`src/rtl/predistort_pkg.sv`:
```
// Shared definitions for the predistortion blocks.
//   TAPS_WIDTH / TAPS_DEPTH : default tap word width and log2 of taps per table
//   loader_state_t          : state encoding of the tap-table loader FSM
package predistort_pkg;

    localparam int TAPS_WIDTH = 16;
    localparam int TAPS_DEPTH = 7;

    typedef enum logic [1:0] {
        ST_IDLE      = 2'd0,
        ST_LOAD      = 2'd1,
        ST_DRAIN     = 2'd2,
        ST_WAIT_SWAP = 2'd3
    } loader_state_t;

endpackage

```
`src/rtl/predistort_taps_loader_if.sv`:
```
// AXI-Stream tap sink bundle for the predistortion tap loader.
//   taps_tdata  : tap word
//   taps_tlast  : marks the final tap of a table
//   taps_tvalid : source has a beat
//   taps_tready : loader accepts the beat
// master = tap source, slave = loader.
interface predistort_taps_loader_if
    import predistort_pkg::*;
#(
    parameter int WIDTH = TAPS_WIDTH
);
    logic [WIDTH-1:0] taps_tdata;
    logic             taps_tlast;
    logic             taps_tvalid;
    logic             taps_tready;

    modport master (
        output taps_tdata,
        output taps_tlast,
        output taps_tvalid,
        input  taps_tready
    );

    modport slave (
        input  taps_tdata,
        input  taps_tlast,
        input  taps_tvalid,
        output taps_tready
    );
endinterface

```
`src/rtl/predistort_taps_ram.sv`:
```
// Both tap banks as one simple dual-port RAM of 2N entries, addressed
// {bank, index}. One write port, one registered read port, no reset so the
// array maps onto block RAM.
//   clk     : clock
//   wr_en   : write strobe
//   wr_addr : {bank, index} write address
//   wr_data : tap word to store
//   rd_addr : {bank, index} read address
//   rd_data : word at rd_addr, one cycle later
module predistort_taps_ram
    import predistort_pkg::*;
#(
    parameter int WIDTH = TAPS_WIDTH,
    parameter int DEPTH = TAPS_DEPTH
) (
    input  logic             clk,
    input  logic             wr_en,
    input  logic [DEPTH:0]   wr_addr,
    input  logic [WIDTH-1:0] wr_data,
    input  logic [DEPTH:0]   rd_addr,
    output logic [WIDTH-1:0] rd_data
);
    logic [WIDTH-1:0] mem [0:(2**(DEPTH+1))-1];

    always_ff @(posedge clk) begin
        if (wr_en) begin
            mem[wr_addr] <= wr_data;
        end
        rd_data <= mem[rd_addr];
    end
endmodule

```
`src/rtl/predistort_taps_loader.sv`:
```
// Double-buffered predistortion tap table loader. A table of N = 2^DEPTH taps
// streams into the shadow bank; once exactly N taps arrive the loader waits for
// swap_en (datapath between packets) and then flips the active bank.
//   clk, reset_n   : clock, synchronous active-low reset
//   clear          : synchronous abort of any load in progress
//   taps           : AXI-Stream tap sink (slave modport)
//   swap_en        : bank swap permitted this cycle
//   rd_addr        : lookup address into the active bank
//   rd_data        : active-bank word, one cycle after rd_addr
//   table_valid    : a table has been committed since reset
//   bank_sel       : active bank index
//   commit, err_short, err_long : one-cycle event pulses
module predistort_taps_loader
    import predistort_pkg::*;
#(
    parameter int WIDTH = TAPS_WIDTH,
    parameter int DEPTH = TAPS_DEPTH
) (
    input  logic                      clk,
    input  logic                      reset_n,
    input  logic                      clear,
    predistort_taps_loader_if.slave   taps,
    input  logic                      swap_en,
    input  logic [DEPTH-1:0]          rd_addr,
    output logic [WIDTH-1:0]          rd_data,
    output logic                      table_valid,
    output logic                      bank_sel,
    output logic                      commit,
    output logic                      err_short,
    output logic                      err_long
);
    localparam logic [DEPTH-1:0] IDX_LAST = '1;

    loader_state_t    state_reg, state_next;
    logic [DEPTH-1:0] idx_reg, idx_next;
    logic             bank_sel_reg, bank_sel_next;
    logic             table_valid_reg, table_valid_next;
    logic             commit_reg, commit_next;
    logic             err_short_reg, err_short_next;
    logic             err_long_reg, err_long_next;
    logic             tready;
    logic             accept;
    logic             wr_req;
    logic             wr_en;

    assign tready = (state_reg != ST_WAIT_SWAP);
    assign accept = taps.taps_tvalid && tready;

    always_comb begin
        state_next       = state_reg;
        idx_next         = idx_reg;
        bank_sel_next    = bank_sel_reg;
        table_valid_next = table_valid_reg;
        commit_next      = 1'b0;
        err_short_next   = 1'b0;
        err_long_next    = 1'b0;
        wr_req           = 1'b0;

        if (clear) begin
            // Abort wins over everything; the beat of this cycle is swallowed.
            state_next = ST_IDLE;
            idx_next   = '0;
        end else begin
            case (state_reg)
                ST_IDLE, ST_LOAD: begin
                    if (accept) begin
                        wr_req = 1'b1;
                        if (taps.taps_tlast) begin
                            idx_next = '0;
                            if (idx_reg == IDX_LAST) begin
                                state_next = ST_WAIT_SWAP;
                            end else begin
                                err_short_next = 1'b1;
                                state_next     = ST_IDLE;
                            end
                        end else if (idx_reg == IDX_LAST) begin
                            // Table full but packet continues: drop the tail.
                            idx_next   = '0;
                            state_next = ST_DRAIN;
                        end else begin
                            idx_next   = idx_reg + 1'b1;
                            state_next = ST_LOAD;
                        end
                    end
                end
                ST_DRAIN: begin
                    if (accept && taps.taps_tlast) begin
                        err_long_next = 1'b1;
                        state_next    = ST_IDLE;
                    end
                end
                ST_WAIT_SWAP: begin
                    if (swap_en) begin
                        bank_sel_next    = ~bank_sel_reg;
                        table_valid_next = 1'b1;
                        commit_next      = 1'b1;
                        state_next       = ST_IDLE;
                    end
                end
                default: begin
                    state_next = ST_IDLE;
                    idx_next   = '0;
                end
            endcase
        end
    end

    always_ff @(posedge clk) begin
        if (!reset_n) begin
            state_reg       <= ST_IDLE;
            idx_reg         <= '0;
            bank_sel_reg    <= 1'b0;
            table_valid_reg <= 1'b0;
            commit_reg      <= 1'b0;
            err_short_reg   <= 1'b0;
            err_long_reg    <= 1'b0;
        end else begin
            state_reg       <= state_next;
            idx_reg         <= idx_next;
            bank_sel_reg    <= bank_sel_next;
            table_valid_reg <= table_valid_next;
            commit_reg      <= commit_next;
            err_short_reg   <= err_short_next;
            err_long_reg    <= err_long_next;
        end
    end

    // A beat arriving while reset is held must not disturb either bank.
    assign wr_en = wr_req && reset_n;

    predistort_taps_ram #(
        .WIDTH (WIDTH),
        .DEPTH (DEPTH)
    ) u_ram (
        .clk     (clk),
        .wr_en   (wr_en),
        .wr_addr ({~bank_sel_reg, idx_reg}),
        .wr_data (taps.taps_tdata),
        .rd_addr ({bank_sel_reg, rd_addr}),
        .rd_data (rd_data)
    );

    assign taps.taps_tready = tready;
    assign table_valid      = table_valid_reg;
    assign bank_sel         = bank_sel_reg;
    assign commit           = commit_reg;
    assign err_short        = err_short_reg;
    assign err_long         = err_long_reg;
endmodule

```
`src/flat_wrapper.sv`:
```
// flat-port wrapper written by rule: the top's interface ports become plain ports
module predistort_taps_loader_flat import predistort_pkg::*;
#(
    parameter int WIDTH = TAPS_WIDTH,
    parameter int DEPTH = TAPS_DEPTH
)
  (clk, reset_n, clear, swap_en, rd_addr, rd_data, table_valid, bank_sel, commit, err_short, err_long, taps_taps_tdata, taps_taps_tlast, taps_taps_tvalid, taps_taps_tready);
  predistort_taps_loader_if #(.WIDTH(WIDTH)) taps_i ();
  input  logic clk;
  input  logic reset_n;
  input  logic clear;
  input  logic swap_en;
  input  logic [DEPTH-1:0] rd_addr;
  output logic [WIDTH-1:0] rd_data;
  output logic table_valid;
  output logic bank_sel;
  output logic commit;
  output logic err_short;
  output logic err_long;
  input wire logic [$bits(taps_i.taps_tdata)-1:0] taps_taps_tdata;
  input wire logic [$bits(taps_i.taps_tlast)-1:0] taps_taps_tlast;
  input wire logic [$bits(taps_i.taps_tvalid)-1:0] taps_taps_tvalid;
  output wire logic [$bits(taps_i.taps_tready)-1:0] taps_taps_tready;
  assign taps_i.taps_tdata = taps_taps_tdata;
  assign taps_i.taps_tlast = taps_taps_tlast;
  assign taps_i.taps_tvalid = taps_taps_tvalid;
  assign taps_taps_tready = taps_i.taps_tready;
  predistort_taps_loader #(.WIDTH(WIDTH), .DEPTH(DEPTH)) u_core (.clk(clk), .reset_n(reset_n), .clear(clear), .taps(taps_i), .swap_en(swap_en), .rd_addr(rd_addr), .rd_data(rd_data), .table_valid(table_valid), .bank_sel(bank_sel), .commit(commit), .err_short(err_short), .err_long(err_long));
endmodule
```
`config.mk`:
```
export PLATFORM = sky130hd
export DESIGN_NAME = predistort_taps_loader_flat
export DESIGN_NICKNAME = d
export VERILOG_FILES = /design/src/rtl/predistort_pkg.sv /design/src/rtl/predistort_taps_loader_if.sv /design/src/rtl/predistort_taps_ram.sv /design/src/rtl/predistort_taps_loader.sv /design/src/flat_wrapper.sv
export SDC_FILE = /design/constraint.sdc
export NUM_CORES = 2
export LEC_CHECK = 0
export ABC_AREA = 1
export BUFFER_PORTS_ARGS = -buffer_cell sky130_fd_sc_hd__buf_2
export CAP_MARGIN = 20
export CORE_ASPECT_RATIO = 0.8
export CORE_MARGIN = 2
export CORE_UTILIZATION = 45
export CTS_CLUSTER_DIAMETER = 50
export CTS_CLUSTER_SIZE = 12
export DETAILED_ROUTE_END_ITERATION = 7
export GPL_TIMING_DRIVEN = 1
export HOLD_SLACK_MARGIN = 0.1
export PLACE_DENSITY = 0.56
export RECOVER_POWER = 50
export SLEW_MARGIN = 20
export SYNTH_ARGS = -nofsm -noshare
export SYNTH_HDL_FRONTEND = slang
export SYNTH_SLANG_ARGS = --single-unit
export TNS_END_PERCENT = 10
```
`constraint.sdc`:
```
create_clock -name clk -period 3.9 [get_ports clk]
set_clock_uncertainty 0.15 [all_clocks]
set_input_delay 0.585 -clock clk [delete_from_list [all_inputs] [get_ports clk]]
set_output_delay 0.585 -clock clk [all_outputs]
set_load 0.005 [all_outputs]
```
# Word-level counts from Yosys, hierarchy flattened
# Memory sizes are Yosys's and may differ from the RTL's. A register that Yosys moved wholly into a read port is not among the register bits.
# Index checks and enable logic that the tools add are counted.
# word_totals
reg_bits	14
latchBits	0
ramBits	4096
rom_bits	0
in_bits	29
output_inout_bits	22
n_memories	1
# op_classes
addsub	1
n_mul	0
div_mod_pow	0
n_lt_le_gt_ge	0
eq_ne	8
n_shift	0
n_mux	17
n_bitwise	8
reduce_logical	12
# mem_list
memory	words	width	rd	rd_clocked_by_memory_dff	write_ports	line	rtl
u_core.u_ram.mem	256	16	1	1	1	predistort_taps_ram.sv:23	logic [WIDTH-1:0] mem [0:(2**(DEPTH+1))-1];
# op_table
op	count
2-to-1 mux 7 bit	2
2-to-1 mux 2 bit	6
2-to-1 mux 1 bit	8
NOT 1 bit	8
adder 7 x 1 -> 7 bit, second input constant	1
equality test 7 bit, second input constant	1
one-hot mux 2 bit (3 select lines)	1
AND reduction 3 bit	2
OR reduction 3 bit	2
OR reduction 5 bit	1
equality test 2 bit, second input constant	2
inequality test 2 x 1 -> 1 bit, second input constant	2
inequality test 2 bit, second input constant	2
OR reduction 2 bit	2
logical AND 1 bit	3
equality test 2 x 1 -> 1 bit, second input constant	1
logical NOT 2 bit	1
AND reduction 2 bit	1

# Depth between registers and ports, before layout
# depth
word_depth	8
depth_mapped	15

# Cells and area by module
# From an unflattened synthesis, not the netlist that was laid out.
# unflattened
hier_cells	13703
area_unflattened_um2	166363.3
# by_module_without_submodules
module	instances	cells_each	area_per_inst_um2
predistort_taps_ram	1	13617	165706.4
predistort_taps_loader	1	86	656.9

# Worst setup path before layout
# No wires, ideal clock.
# synth_timing
path_type	input to register
start	input port taps_taps_tvalid
end	memory u_core.u_ram.mem[175][0] in the netlist's numbering (enable)
setup_ns	0.430
arrival_time_ns	2.605
path_slack_ns	0.715
stages	4
n_path_buf	0
cell_sequence	nand3_2 > nor3_1 > inv_1 > nor4_1
# synth_between
elab_chain_cells	7
# synth_lines
element	line	rtl
start: declaration	flat_wrapper.sv:22	input wire logic [$bits(taps_i.taps_tvalid)-1:0] taps_taps_tvalid;
logical AND 1 bit	predistort_taps_loader.sv:47	assign accept = taps.taps_tvalid && tready;
2-to-1 mux 1 bit	predistort_taps_loader.sv:66	if (accept) begin
2-to-1 mux 1 bit	predistort_taps_loader.sv:64	case (state_reg)
2-to-1 mux 1 bit	predistort_taps_loader.sv:59	if (clear) begin
logical AND 1 bit	predistort_taps_loader.sv:129	assign wr_en = wr_req && reset_n;
2-to-1 mux 1 bit	predistort_taps_ram.sv:26	if (wr_en) begin
2-to-1 mux 1 bit (not written as such)	predistort_taps_ram.sv:27	mem[wr_addr] <= wr_data;
end: declaration	predistort_taps_ram.sv:23	
# Every way passes these cells.

# Worst setup path in the final report
# layout_timing
start	input port reset_n
end	memory u_core.u_ram.mem[29][15] in the netlist's numbering (enable)
# layout_between
elab_chain_cells	3
# layout_lines
element	line	rtl
start: declaration	flat_wrapper.sv:10	input logic reset_n;
logical AND 1 bit	predistort_taps_loader.sv:129	
2-to-1 mux 1 bit	predistort_taps_ram.sv:26	
2-to-1 mux 1 bit (not written as such)	predistort_taps_ram.sv:27	
# Every way passes these cells.

==> results.md <==
- Pre-Repair DR Iteration Count: 8
- Final Critical Period: 3.730 ns
- WP data arrival: 4.24 ns
- Endpoint class of the critical path: flip-flop
- DP Area: 175600 um2
- Clk slew on worst S/H paths: 0.06 ns
- Final Cycle Share: 0.9564
- Area growth from synthesis to layout: 12.62%
- Routed wire length per instance: 27.56 um
- Root Buffer: clkbuf_16
- Post-synth top area share: 0.7398
- DRC Markers: 0
- Global route overflow: 0
- Syn_nets: 13690
- PortBufs: 50
- Maximum clock rate: 268.1 MHz
- Worst vdd rail ir drop: 0.0003746 V
- Synth Register Bits: 4126
- CP required: 4.41 ns
- RSZ-0062 raised after global routing: false
- Critical path type: primary input to flip-flop
- DR vias: 112000
- Sw frac: 0.2276
- Post-synth top cells: 4206 x nand2_1, 4096 x edfxtp_1, 4041 x nand3_1, 508 x buf_2, 270 x nor2_1
- Starting DRT DRC Count: 16290
- HPWL Detailed: 309700 um
- Syn Area/Cell: 12.18 um2
- Layout Utilization: 0.5095
- Hold WC Path Type: primary input to flip-flop
- Clock buffer depth: 4
- P_sw: 20870 uW
- Clock power frac: 0.402
- Crit start category: primary input
- Count leader, synth: nand2_1
- Final Wtd Congestion: 0.8664
- Post-Syn Area: 166300 um2
- Worst path slowest cell: clkbuf_1
- Asr flop ratio synth: 0
- Die W: 683.6 um
- Tot GR Track Use: 0.2740
- Total power: 91680 uW
- Number of enable flip-flop cells after synthesis: 4096
- Fin. max-slew vios: 1579
- Post-Synthesis Cells: 13650
- TritonCTS buffer count: 412
- Critical path's top delay family: buffers and inverters
- Yosys warns: 0
- PwrDens: 489.6 nW/um2
- Vias in the first global route: 104500
- Core area: 367500 um2
- Pint: 70810 uW
- Violated checks: max-capacitance violations, max-slew violations
- Antenna Nets Post-Route: 0
- Final nets: 14010
- CTS sink count: 4126
- Dpl ws: -0.08324 ns
- Die H: 547.7 um
- Die area: 374400 um2
- Gate power share: 0.065
- Final worst-path setup slack: 0.1699 ns
- Slew headroom: -1.130
- Starting Density: 0.4524
- Main synth FF type: edfxtp_1
- Cell taking the most area after synthesis: edfxtp_1
- Setup_tns: 0 ns
- Yosys cell types: 30
- Fillers: 31540
- Layout cells sized above 1: 0.09295
- Area of the multi-input gates: 37420 um2
- FP Rows: 199
- Slew @ Worst Pin: 3.195 ns
- Post-cts resize count: 0
- I/O pin count: 51
- Crit-path cells: dlygate4sd3_1 -> buf_2 -> inv_2 -> nor2_4 -> inv_1 -> nor2_4 -> buf_4 -> nand4_1 -> clkbuf_1 -> nor2_1 -> buf_4
- Sequential Power Share: 0.533
- Final setup viols: 0
- Max stage delay on crit path: 1.47 ns
- Final WL: 526300 um
- Via density: 5.864
- Design area: 187300 um2
- Seq. cell area: 123600 um2
- Cell leakage power: 0.06543 uW
- Sequential cell area fraction in the yosys report: 0.7434
- Initial antenna violation count: 29
- Top cells by area, synth: edfxtp_1 74%, nand3_1 12%, nand2_1 9.5%, buf_2 1.5%, buf_4 0.74%
- Fin. Hold Viols: 0
- First-pass GRT wire length: 753700 um
- H-tree depth: 5
- Maximum fanout along the worst path: 15
- CP bufs+invs: 7
- Status: complete, but fails checks
- CTS tree: done
- Clk_lat worst skew: 0.95 ns
- Max FFs per register: 4096
- Max_cap viols: 22
- Largest net degree at the start of global routing: 134
-- per-layer routing --
metal,up-vias,wire [um],track usage
li1,49330,-,-
met1,55800,221100,0.4037
met2,6000,234300,0.4130
met3,844,51590,0.04567
met4,8,19280,0.09659
met5,-,58,0
-- cell families after synthesis --
logic type	after synthesis	share of synthesized area
buffers and inverters	967	0.03206
DFF	4126	0.7434
adders and majority gates	6	0.0004515
and+or+nand+nor	8541	0.2236
AOI/OAI and AO/OA	14	0.0005118
-- placed cells by master (no fill, tap or decap), types with 5 or more instances in the layout --
master	count
nand2_1	4204
inv_1	19
clkbuf_16	420
inv_6	12
bufinv_16	17
a21oi_1	6
clkinv_1	30
edfxtp_1	4096
buf_2	19
buf_8	5
dlygate4sd3_1	24
ha_1	6
nand3_1	4037
nand4_1	10
nor3_1	5
clkinv_2	23
diode_2	24
clkinvlp_4	10
clkbuf_1	99
nand3_2	5
clkbuf_2	32
buf_4	580
buf_12	148
nor2_2	13
dfxtp_1	30
nor2_1	258
-- cell type report --
class / instances / share of cell area
diodes: 24 / 0.0003207
flip-flops and latches: 4126 / 0.6600
clock buffers: 494 / 0.05782
repair buffers: 842 / 0.04292
clock inverters: 97 / 0.005339
multi-input cells: 8561 / 0.1998
well taps: 4924 / 0.03290
inverters: 28 / 0.0008419
-- path summary, 6_finish.rpt --
path,start,endpoint,slack [ns],cells past startpoint
worst min register to register,u_core.idx_reg[0],u_core.idx_reg[0],0.35,2
worst max register to register,u_core.state_reg[0],u_core.u_ram.mem[29][15],0.31,8
worst min-delay path,rd_addr[4],u_core.u_ram.rd_data[2],0.29,7
worst max-delay path,reset_n,u_core.u_ram.mem[29][15],0.17,11
-- per-stage QoR --
stage               instances  hold slack, ns
finish                  19100          0.2915
global route            19090          0.2449
CTS                     19070          0.1722
detailed placement      18460          0.3103
global placement        18460          0.3053
floorplan               13650          0.2885
-- power by group through the flow --
| stage | sequential (uW) | combinational [uW] | clock (uW) |
|---|---|---|---|
| after global placement | 49800 | 5890 | 0 |
| after floorplan | 49700 | 2940 | 0 |
| after CTS | 48800 | 5970 | 37300 |
| after global routing | 48800 | 6360 | 38900 |
| after detailed placement | 49800 | 5940 | 0 |
| final | 48900 | 5970 | 36800 |
-- worst reg2reg max path, delay by kind of cell, from the launching register on --
kind	cells	cell delay, ns
buffers and inverters	3	2.02
DFF	1	0.38
and+or+nand+nor	5	0.77
-- repair_timing --
item,4_1_cts,5_1_grt
endpoints found under the hold margin,552,0
buffers inserted,0,0
hold buffers,24,0
endpoints found under the setup margin,0,0
Power figures use the tool's default switching activity.
